===== src/rtl/noise_window_ctrl.sv =====
// -----------------------------------------------------------------------------
// noise_window_ctrl
//   Windowed scheduler and threshold manager for the QRS noise-detection path.
//   It takes D1-scale wavelet magnitudes over a valid/ready handshake. The first
//   window after reset (when no host value was loaded) calibrates the noise
//   threshold tn from the window peak. After that, each fixed-length window
//   counts the rising crossings of tn ("bursts"), adapts tn once per window,
//   and drives the hysteretic select flag for the scale-selection mux.
//
// Ports
//   clk           in   1   clock, rising edge
//   reset         in   1   asynchronous, active-high reset
//   enable        in   1   run request (level)
//   sample_valid  in   1   d1 valid
//   sample_ready  out  1   block accepts d1 this cycle (CALIB/RUN)
//   d1            in   DW  sample magnitude (unsigned)
//   tn_cfg_we     in   1   load tn_cfg into tn (honoured in IDLE only)
//   tn_cfg        in   DW  host threshold value
//   tn            out  DW  current noise threshold
//   select        out  1   1 = noisy window history
//   win_done      out  1   one-cycle pulse while the closed window is applied
//   burst_count   out  8   bursts in the last closed window
//   state         out  2   0 IDLE, 1 CALIB, 2 RUN, 3 UPDATE
// -----------------------------------------------------------------------------
module noise_window_ctrl #(
    parameter int unsigned    DW       = 16,
    parameter int unsigned    WIN_LEN  = 256,
    parameter int unsigned    NOISE_HI = 9,
    parameter int unsigned    NOISE_LO = 4,
    parameter int unsigned    TN_SHIFT = 3,
    parameter logic [DW-1:0]  TN_MIN   = DW'(16),
    parameter logic [DW-1:0]  TN_INIT  = DW'(16'h0800)
) (
    input  logic          clk,
    input  logic          reset,
    input  logic          enable,
    input  logic          sample_valid,
    output logic          sample_ready,
    input  logic [DW-1:0] d1,
    input  logic          tn_cfg_we,
    input  logic [DW-1:0] tn_cfg,
    output logic [DW-1:0] tn,
    output logic          select,
    output logic          win_done,
    output logic [7:0]    burst_count,
    output logic [1:0]    state
);

    localparam int unsigned   SW       = $clog2(WIN_LEN);
    localparam logic [SW-1:0] LAST_IDX = SW'(WIN_LEN - 1);
    localparam logic [7:0]    HI_TH    = 8'(NOISE_HI);
    localparam logic [7:0]    LO_TH    = 8'(NOISE_LO);

    typedef enum logic [1:0] {
        S_IDLE   = 2'd0,
        S_CALIB  = 2'd1,
        S_RUN    = 2'd2,
        S_UPDATE = 2'd3
    } state_t;

    // Registered state and outputs
    state_t        state_reg;
    logic [DW-1:0] tn_reg;
    logic          select_reg;
    logic          win_done_reg;
    logic [7:0]    burst_count_reg;
    logic          tn_loaded_reg;

    // Per-window bookkeeping
    logic [SW-1:0] samp_cnt_reg;
    logic [7:0]    cnt_reg;
    logic          prev_over_reg;
    logic [DW-1:0] peak_reg;

    // Combinational helpers
    logic          accept;
    logic          last_sample;
    logic          over;
    logic [7:0]    cnt_next;
    logic [DW-1:0] peak_next;
    logic [DW-1:0] calib_tn_next;
    logic [DW-1:0] cfg_tn_next;
    logic [DW-1:0] step;
    logic [DW:0]   up_sum;
    logic [DW-1:0] tn_up;
    logic [DW-1:0] tn_down;
    logic [DW-1:0] tn_next;
    logic          select_next;

    // tn is never allowed below TN_MIN once calibrated, loaded or adapted.
    function automatic logic [DW-1:0] clamp_min(input logic [DW-1:0] v);
        return (v < TN_MIN) ? TN_MIN : v;
    endfunction

    assign sample_ready = (state_reg == S_CALIB) || (state_reg == S_RUN);
    assign accept       = sample_valid & sample_ready;
    assign last_sample  = (samp_cnt_reg == LAST_IDX);

    always_comb begin
        // Burst detection: a rising edge of the strict over-threshold flag
        // between consecutive accepted samples; the counter saturates.
        over     = (d1 > tn_reg);
        cnt_next = cnt_reg;
        if (over && !prev_over_reg && (cnt_reg != 8'hFF)) begin
            cnt_next = cnt_reg + 8'd1;
        end

        // Peak includes the sample being accepted, so the last calibration
        // sample contributes to the threshold.
        peak_next     = (d1 > peak_reg) ? d1 : peak_reg;
        calib_tn_next = clamp_min(peak_next >> 1);
        cfg_tn_next   = clamp_min(tn_cfg);

        // Multiplicative adaptation by 1/2^TN_SHIFT. Upward step saturates at
        // all-ones; downward step cannot underflow because step <= tn.
        step    = tn_reg >> TN_SHIFT;
        up_sum  = {1'b0, tn_reg} + {1'b0, step};
        tn_up   = up_sum[DW] ? {DW{1'b1}} : up_sum[DW-1:0];
        tn_down = clamp_min(tn_reg - step);

        tn_next = tn_reg;
        if (cnt_reg > HI_TH) begin
            tn_next = tn_up;
        end else if (cnt_reg < LO_TH) begin
            tn_next = tn_down;
        end

        // Hysteresis: counts strictly between the two thresholds keep select.
        select_next = select_reg;
        if (cnt_reg >= HI_TH) begin
            select_next = 1'b1;
        end else if (cnt_reg <= LO_TH) begin
            select_next = 1'b0;
        end
    end

    always_ff @(posedge clk or posedge reset) begin
        if (reset) begin
            state_reg       <= S_IDLE;
            tn_reg          <= TN_INIT;
            select_reg      <= 1'b0;
            win_done_reg    <= 1'b0;
            burst_count_reg <= 8'd0;
            tn_loaded_reg   <= 1'b0;
            samp_cnt_reg    <= '0;
            cnt_reg         <= 8'd0;
            prev_over_reg   <= 1'b0;
            peak_reg        <= '0;
        end else begin
            win_done_reg <= 1'b0;
            case (state_reg)
                S_IDLE: begin
                    samp_cnt_reg  <= '0;
                    cnt_reg       <= 8'd0;
                    prev_over_reg <= 1'b0;
                    peak_reg      <= '0;
                    if (tn_cfg_we) begin
                        tn_reg        <= cfg_tn_next;
                        tn_loaded_reg <= 1'b1;
                    end
                    // A load in the same cycle as enable counts as loaded.
                    if (enable) begin
                        state_reg <= (tn_loaded_reg || tn_cfg_we) ? S_RUN : S_CALIB;
                    end
                end

                S_CALIB: begin
                    if (!enable) begin
                        // Abandon the calibration window; tn stays as it was.
                        state_reg    <= S_IDLE;
                        samp_cnt_reg <= '0;
                        peak_reg     <= '0;
                    end else if (accept) begin
                        if (last_sample) begin
                            tn_reg        <= calib_tn_next;
                            tn_loaded_reg <= 1'b1;
                            state_reg     <= S_RUN;
                            samp_cnt_reg  <= '0;
                            peak_reg      <= '0;
                        end else begin
                            samp_cnt_reg <= samp_cnt_reg + SW'(1);
                            peak_reg     <= peak_next;
                        end
                    end
                end

                S_RUN: begin
                    if (!enable) begin
                        // Partial window dropped, including any sample
                        // accepted in this same cycle.
                        state_reg     <= S_IDLE;
                        samp_cnt_reg  <= '0;
                        cnt_reg       <= 8'd0;
                        prev_over_reg <= 1'b0;
                    end else if (accept) begin
                        cnt_reg       <= cnt_next;
                        prev_over_reg <= over;
                        if (last_sample) begin
                            samp_cnt_reg <= '0;
                            state_reg    <= S_UPDATE;
                            win_done_reg <= 1'b1;
                        end else begin
                            samp_cnt_reg <= samp_cnt_reg + SW'(1);
                        end
                    end
                end

                S_UPDATE: begin
                    // win_done is high for this cycle; results land at its end.
                    burst_count_reg <= cnt_reg;
                    select_reg      <= select_next;
                    tn_reg          <= tn_next;
                    cnt_reg         <= 8'd0;
                    samp_cnt_reg    <= '0;
                    prev_over_reg   <= 1'b0;
                    state_reg       <= enable ? S_RUN : S_IDLE;
                end

                default: begin
                    state_reg <= S_IDLE;
                end
            endcase
        end
    end

    assign tn          = tn_reg;
    assign select      = select_reg;
    assign win_done    = win_done_reg;
    assign burst_count = burst_count_reg;
    assign state       = state_reg;

endmodule


===== config.mk =====
export PLATFORM = sky130hd
export DESIGN_NAME = noise_window_ctrl
export DESIGN_NICKNAME = d
export VERILOG_FILES = /design/src/rtl/noise_window_ctrl.sv
export SDC_FILE = /design/constraint.sdc
export NUM_CORES = 1
export LEC_CHECK = 0
export BUFFER_PORTS_ARGS = -buffer_cell sky130_fd_sc_hd__buf_4
export CELL_PAD_IN_SITES_DETAIL_PLACEMENT = 0
export CELL_PAD_IN_SITES_GLOBAL_PLACEMENT = 1
export CORE_MARGIN = 5
export CORE_UTILIZATION = 49
export DETAILED_ROUTE_END_ITERATION = 10
export GPL_TIMING_DRIVEN = 0
export PLACE_DENSITY_LB_ADDON = 0.2
export SLEW_MARGIN = 25
export SYNTH_ARGS = -nofsm -noshare
export SYNTH_HDL_FRONTEND = slang
export SYNTH_SLANG_ARGS = --single-unit

===== constraint.sdc =====
create_clock -name clk -period 5.8 [get_ports clk]
set_input_delay 0.87 -clock clk [delete_from_list [all_inputs] [get_ports clk]]
set_output_delay 0.87 -clock clk [all_outputs]
set_load 0.01 [all_outputs]

---- Yosys cells after proc, flatten, opt, wreduce, memory -nomap -nowiden ----
Cells that the tools add are included.
word-level totals
  register bits ........................... 62
  input port bits ......................... 37
  output and inout port bits .............. 29
  logic and storage cells ................. 111
cells by class
  add/subtract/negate cells ............... 4
  $lt $le $gt $ge ......................... 9
  eq/ne operators ......................... 18
  multiplexer cells ....................... 48
  bitwise operators ....................... 1
  reduce and logical (&&, ||, !) cells .... 20
operators with widths
  cell                                                            number
  2-to-1 mux 16 bit                                               13
  2-to-1 mux 8 bit                                                6
  one-hot mux 16 bit (3 select lines)                             1
  greater-than comparator 16 bit                                  2
  less-than comparator 16 x 5 -> 1 bit (second input constant)    2
  one-hot mux 16 bit (2 select lines)                             1
  one-hot mux 8 bit (2 select lines)                              2
  2-to-1 mux 2 bit                                                9
  adder 16 x 13 -> 17 bit                                         1
  adder 8 x 1 -> 8 bit (second input constant)                    2
  subtractor 16 x 13 -> 16 bit                                    1
  less-than comparator 15 x 5 -> 1 bit (second input constant)    1
  2-to-1 mux 15 bit                                               1
  != test 3 bit (second input constant)                           5
  2-to-1 mux 1 bit                                                12
  != test 2 bit (second input constant)                           5
  AND reduction 5 bit                                             2
  equality test 8 bit (second input constant)                     1
  >= comparator 8 x 4 -> 1 bit (second input constant)            1
  greater-than comparator 8 x 4 -> 1 bit (second input constant)  1
  <= comparator 8 x 3 -> 1 bit (second input constant)            1
  less-than comparator 8 x 3 -> 1 bit (second input constant)     1
  != test 8 bit (second input constant)                           1
  one-hot mux 2 bit (4 select lines)                              1
  16 further kinds                                                27

---- Depth between registers and ports, before layout ----
  depth in word-level cells ............... 8
  depth in mapped cells ................... 13
  mapped depth without buffers ............ 12

---- Worst setup path after synthesis ----
No wires, ideal clock.
  kind .................................... input to register
  start point ............................. input d1[10]
  end point ............................... register tn_reg[8], in the netlist tn[8]
  library setup time ...................... 0.138 ns
  data arrival time ....................... 2.922 ns
  required time ........................... 5.662 ns
  setup slack ............................. 2.740 ns
  stages on the path ...................... 9
  buffers on the path ..................... 1
  cells stage by stage .................... ha_1 > nand4_1 > or4_1 > o221ai_1 > o31a_1 > buf_4 > mux2_2 > a221oi_1 > a22oi_1
on the way
  cells in the longest elaborated chain, start to end .. 8
RTL lines
  element                                line  source
  from (decl)                            39    input logic [DW-1:0] d1,
  greater-than comparator 16 bit         110   peak_next = (d1 > peak_reg) ? d1 : peak_reg;
  2-to-1 mux 16 bit *                    110
  less-than comparator 15 x 5 -> 1 bit   92    return (v < TN_MIN) ? TN_MIN : v;
  2-to-1 mux 15 bit *                    92
  2-to-1 mux 16 bit *                    174   if (last_sample) begin
  2-to-1 mux 16 bit *                    173   end else if (accept) begin
  2-to-1 mux 16 bit *                    168   if (!enable) begin
  one-hot mux 16 bit (3 select lines) *  151   case (state_reg)
  to (signal assigned)                   158   tn_reg <= cfg_tn_next;
  to (signal assigned)                   175   tn_reg <= calib_tn_next;
  to (signal assigned)                   212   tn_reg <= tn_next;
  to (decl)                              63    logic [DW-1:0] tn_reg;
Mark *: on every way between the ends. The rest lies on a longest branch, timed or not. The select of a mux whose other input is x is not followed.
A chain may end at the register's enable or synchronous reset.

---- Worst setup path in the final report ----
  start point ............................. register tn_reg[13], in the netlist tn[13]
  end point ............................... register tn_reg[3], in the netlist tn[3]
on the way
  cells in the longest elaborated chain, start to end .. 6
  elaborated cells between the ends (all ways) .. 8
  classes of those cells .................. add/sub (2); order compare (1); mux (5)
RTL lines
  element                                line  source
  subtractor 16 x 13 -> 16 bit           119   tn_down = clamp_min(tn_reg - step);
  less-than comparator 16 x 5 -> 1 bit   92
  2-to-1 mux 16 bit                      92
  2-to-1 mux 16 bit                      124   end else if (cnt_reg < LO_TH) begin
  2-to-1 mux 16 bit *                    122   if (cnt_reg > HI_TH) begin
  one-hot mux 16 bit (3 select lines) *  151
Marked as above.

==> summary.txt <==
Outcome
  • Status: complete, no violations

Pwr
  • Power Total: 4.42 mW
  • Net switching power: 2.26 mW
  • Internal Power: 2.16 mW
  • Power Density: 630 nW/um^2
  • Maximum VDD drop: 0.260 mV
  • Reg power frac: 15.8%
  • Pleak: 3.18 nW
  • Logic pwr share: 71.2%
  • Clock share of power: 13.0%
  • Sw frac: 51.2%

STA
  • Final hold slack: 475 ps
  • TNS Setup: 0 ps
  • # setup viols final: 0
  • Final hold vios: 0
  • Worst slew pin tran: 1020 ps
  • Clock skew: 11.5 ps
  • Post-layout min period: 3500 ps
  • Final period util: 60.3%
  • Worst slew margin: 31.5%
  • Fin. max-slew vios: 0
  • RSZ-0062 raised after global routing: no
  • Fmax: 0.286 GHz

Finish
  • Net count, final: 902
  • Layout Cells excl Fill: 948
  • Fillers: 1125
  • Ant diodes: 0
  • Final core occ: 58.4%
  • Synthesis-to-layout area growth: 17.0%
  • Share of cells above drive strength 1: 17.4%

Run
  • Max cap viols: 0

Floorplanning
  • Rows: 40
  • Die area: 14500 um^2
  • Die height: 121 um
  • Initial Utilization: 49.9%
  • IO Count: 66
  • Die width: 121 um
  • Core area: 12000 um^2

Logic synthesis
  • YS warnings: 0
  • FF+latch count, synth: 62
  • Mapped Area: 6000 um^2
  • Number of synthesized flops with an enable pin: 0
  • Ys flop type: dfrtp_1
  • Mapped Nets: 825
  • Post-Synthesis Cells: 719
  • Post-synth ARST share: 100%
  • Syn avg cell area: 8.34 um^2
  • Distinct cells, synth: 76
  • Sequential element share of the synthesized area: 25.9%

Drt
  • Drt via density: 6.33
  • Antenna-violating nets left: 0
  • 1st-iter DRT viols: 425
  • Drt wl/cell: 19.6 um
  • Final WL: 18600 um
  • Post-route DRC: 0
  • Vias: 6005
  • Drt pass-1 iters: 5

Critical path
  • Critical path, cell by cell: clkbuf_1 > inv_1 > ha_1 > or4_1 > nor3_1 > o2111a_1 > or3_1 > buf_6 > o211a_1 > o21ai_0 > a31oi_1 > a2bb2oi_1
  • Critical path launch point type: flip-flop
  • Max FO, Critical Path: 10
  • Critical path arrival: 3740 ps
  • WP data required: 6050 ps
  • CP top delay family: compound AO/OA/AOI/OAI gates
  • CP endpoint kind: flip-flop
  • CP max stage delay: 510 ps
  • WS Path Type: reg -> reg
  • WP buf/inv: 3
  • Critical Path Slowest Stage Cell: or4_1

Clock tree
  • Hold buffer count at cts: 0
  • Clk_lat worst skew: 340 ps
  • CTS tree: done
  • CTS Buf Count: 9
  • Post-CTS sizing: 0
  • Clock slew at reported path FFs: 50 ps
  • Clock Tree Buf Depth: 2
  • H-tree levels: 3
  • Post-CTS setup buffers: 0
  • Clock sinks: 62
  • Clock Tree Root: clkbuf_16

Placed design
  • Placed Cells: 932
  • DPL Wire Length: 14600 um
  • Gpl congestion: 0.967
  • IO buf count: 65

Global route
  • Largest net degree at the start of global routing: 46
  • Initial antenna violation count: 0
  • Vias in the first global route: 5756
  • Remaining Overflow, GRT: 0
  • Global Route Usage Sum: 25.8%
  • First-pass GRT wire length: 30200 um

Hold path
  • Worst Hold Class: in -> async
## power groups by stage
stage / combinational (mW) / clock [mW] / sequential (mW)
2_1_floorplan: 2.26 / 0 / 0.680
3_3_place_gp: 3.03 / 0 / 0.696
3_5_place_dp: 3.08 / 0 / 0.701
4_1_cts: 3.09 / 0.577 / 0.695
5_1_grt: 3.45 / 0.597 / 0.716
6_report: 3.15 / 0.574 / 0.697
## Yosys cell counts (4+ instances only)
master / number / area share, %
nand2b_1: 6 / 0.63
nor4_1: 10 / 1.0
o221ai_1: 4 / 0.58
mux2_2: 20 / 3.8
o211ai_1: 14 / 1.8
nor2b_1: 9 / 0.94
buf_2: 12 / 1.0
and3_1: 9 / 0.94
inv_1: 62 / 3.9
ha_1: 67 / 14
dfrtp_1: 61 / 25
o22ai_1: 16 / 1.7
o21a_1: 8 / 1.0
clkbuf_1: 15 / 0.94
a211oi_1: 13 / 1.6
a22oi_1: 6 / 0.75
or4_1: 5 / 0.63
a31oi_1: 13 / 1.4
a21oi_1: 39 / 3.3
nand2_1: 47 / 2.9
nand3_1: 23 / 1.9
nor3_1: 20 / 1.7
xor2_1: 4 / 0.58
a311oi_1: 5 / 0.73
nor2_1: 52 / 3.3
o21ai_0: 32 / 2.7
a22o_1: 16 / 2.3
buf_4: 5 / 0.63
or3_1: 7 / 0.73
a21o_1: 10 / 1.3
o21bai_1: 8 / 1.0
nand4_1: 13 / 1.4
mux2i_1: 4 / 0.67
a221oi_1: 14 / 2.0
## final timing paths
path,start,endpoint,slack [ps],cells past startpoint
min in group clk,samp_cnt_reg[7],samp_cnt_reg[7],490,1
max in group asynchronous,reset,tn[11],4740,3
setup reg to reg,tn[13],tn[3],2300,12
hold / removal,reset,peak_reg[4],470,2
setup / recovery,tn[13],tn[3],2300,12
hold reg to reg,samp_cnt_reg[7],samp_cnt_reg[7],490,1
## layer usage
metal,part of all wire [%],global-route usage [%]
met5,0,0
met4,2.1,7.29
met3,5.6,4.63
met2,46,40.8
met1,47,36.2
## cell type report
class / instances / area, um^2 / share of cell area, %
Tap cell: 147 / 184 / 2.62
Clock buffer: 10 / 229 / 3.26
Inverter: 62 / 235 / 3.35
Timing Repair Buffer: 66 / 515 / 7.35
Buffer: 36 / 184 / 2.62
Clock inverter: 6 / 86.3 / 1.23
Multi-Input combinational cell: 559 / 4030 / 57.4
Sequential cell: 62 / 1550 / 22.1
## metrics by stage
step / area, um^2 / setup slack [ps]
floorplan: 6000 / 2740
global placement: 6670 / 2310
detailed placement: 6700 / 2270
CTS: 7010 / 2370
global route: 7010 / 2010
finish: 7010 / 2300
## cell families (layout without fill, tap and decap cells)
kind of cell	after synthesis	in the layout	share of synthesized area [%]
buf+inv	98	180	6.95
xor+xnor	7	7	1.02
mux	24	24	4.42
simple gates	224	224	19.1
fa+ha+maj	69	69	14.6
flops	62	62	25.9
compound gates	235	235	27.9
## layout by cell type (no fill, tap or decap), drive strengths merged, types with 5 or more instances in the layout
master  instances
or4             5
o21ai          34
nand3          23
nor2           54
a311oi          5
nor4           11
a22oi           6
a21o           10
o21bai          8
nor2b           9
o211ai         15
ha             67
mux2           20
a21oi          40
buf            87
nand2b          6
nand2          47
clkbuf         25
nand4          13
or3             8
a211oi         14
o21a            8
inv            62
and3            9
a31oi          13
a221oi         14
dfrtp          61
o22ai          16
nor3           20
a22o           16
(Power assumes the default switching activity.)
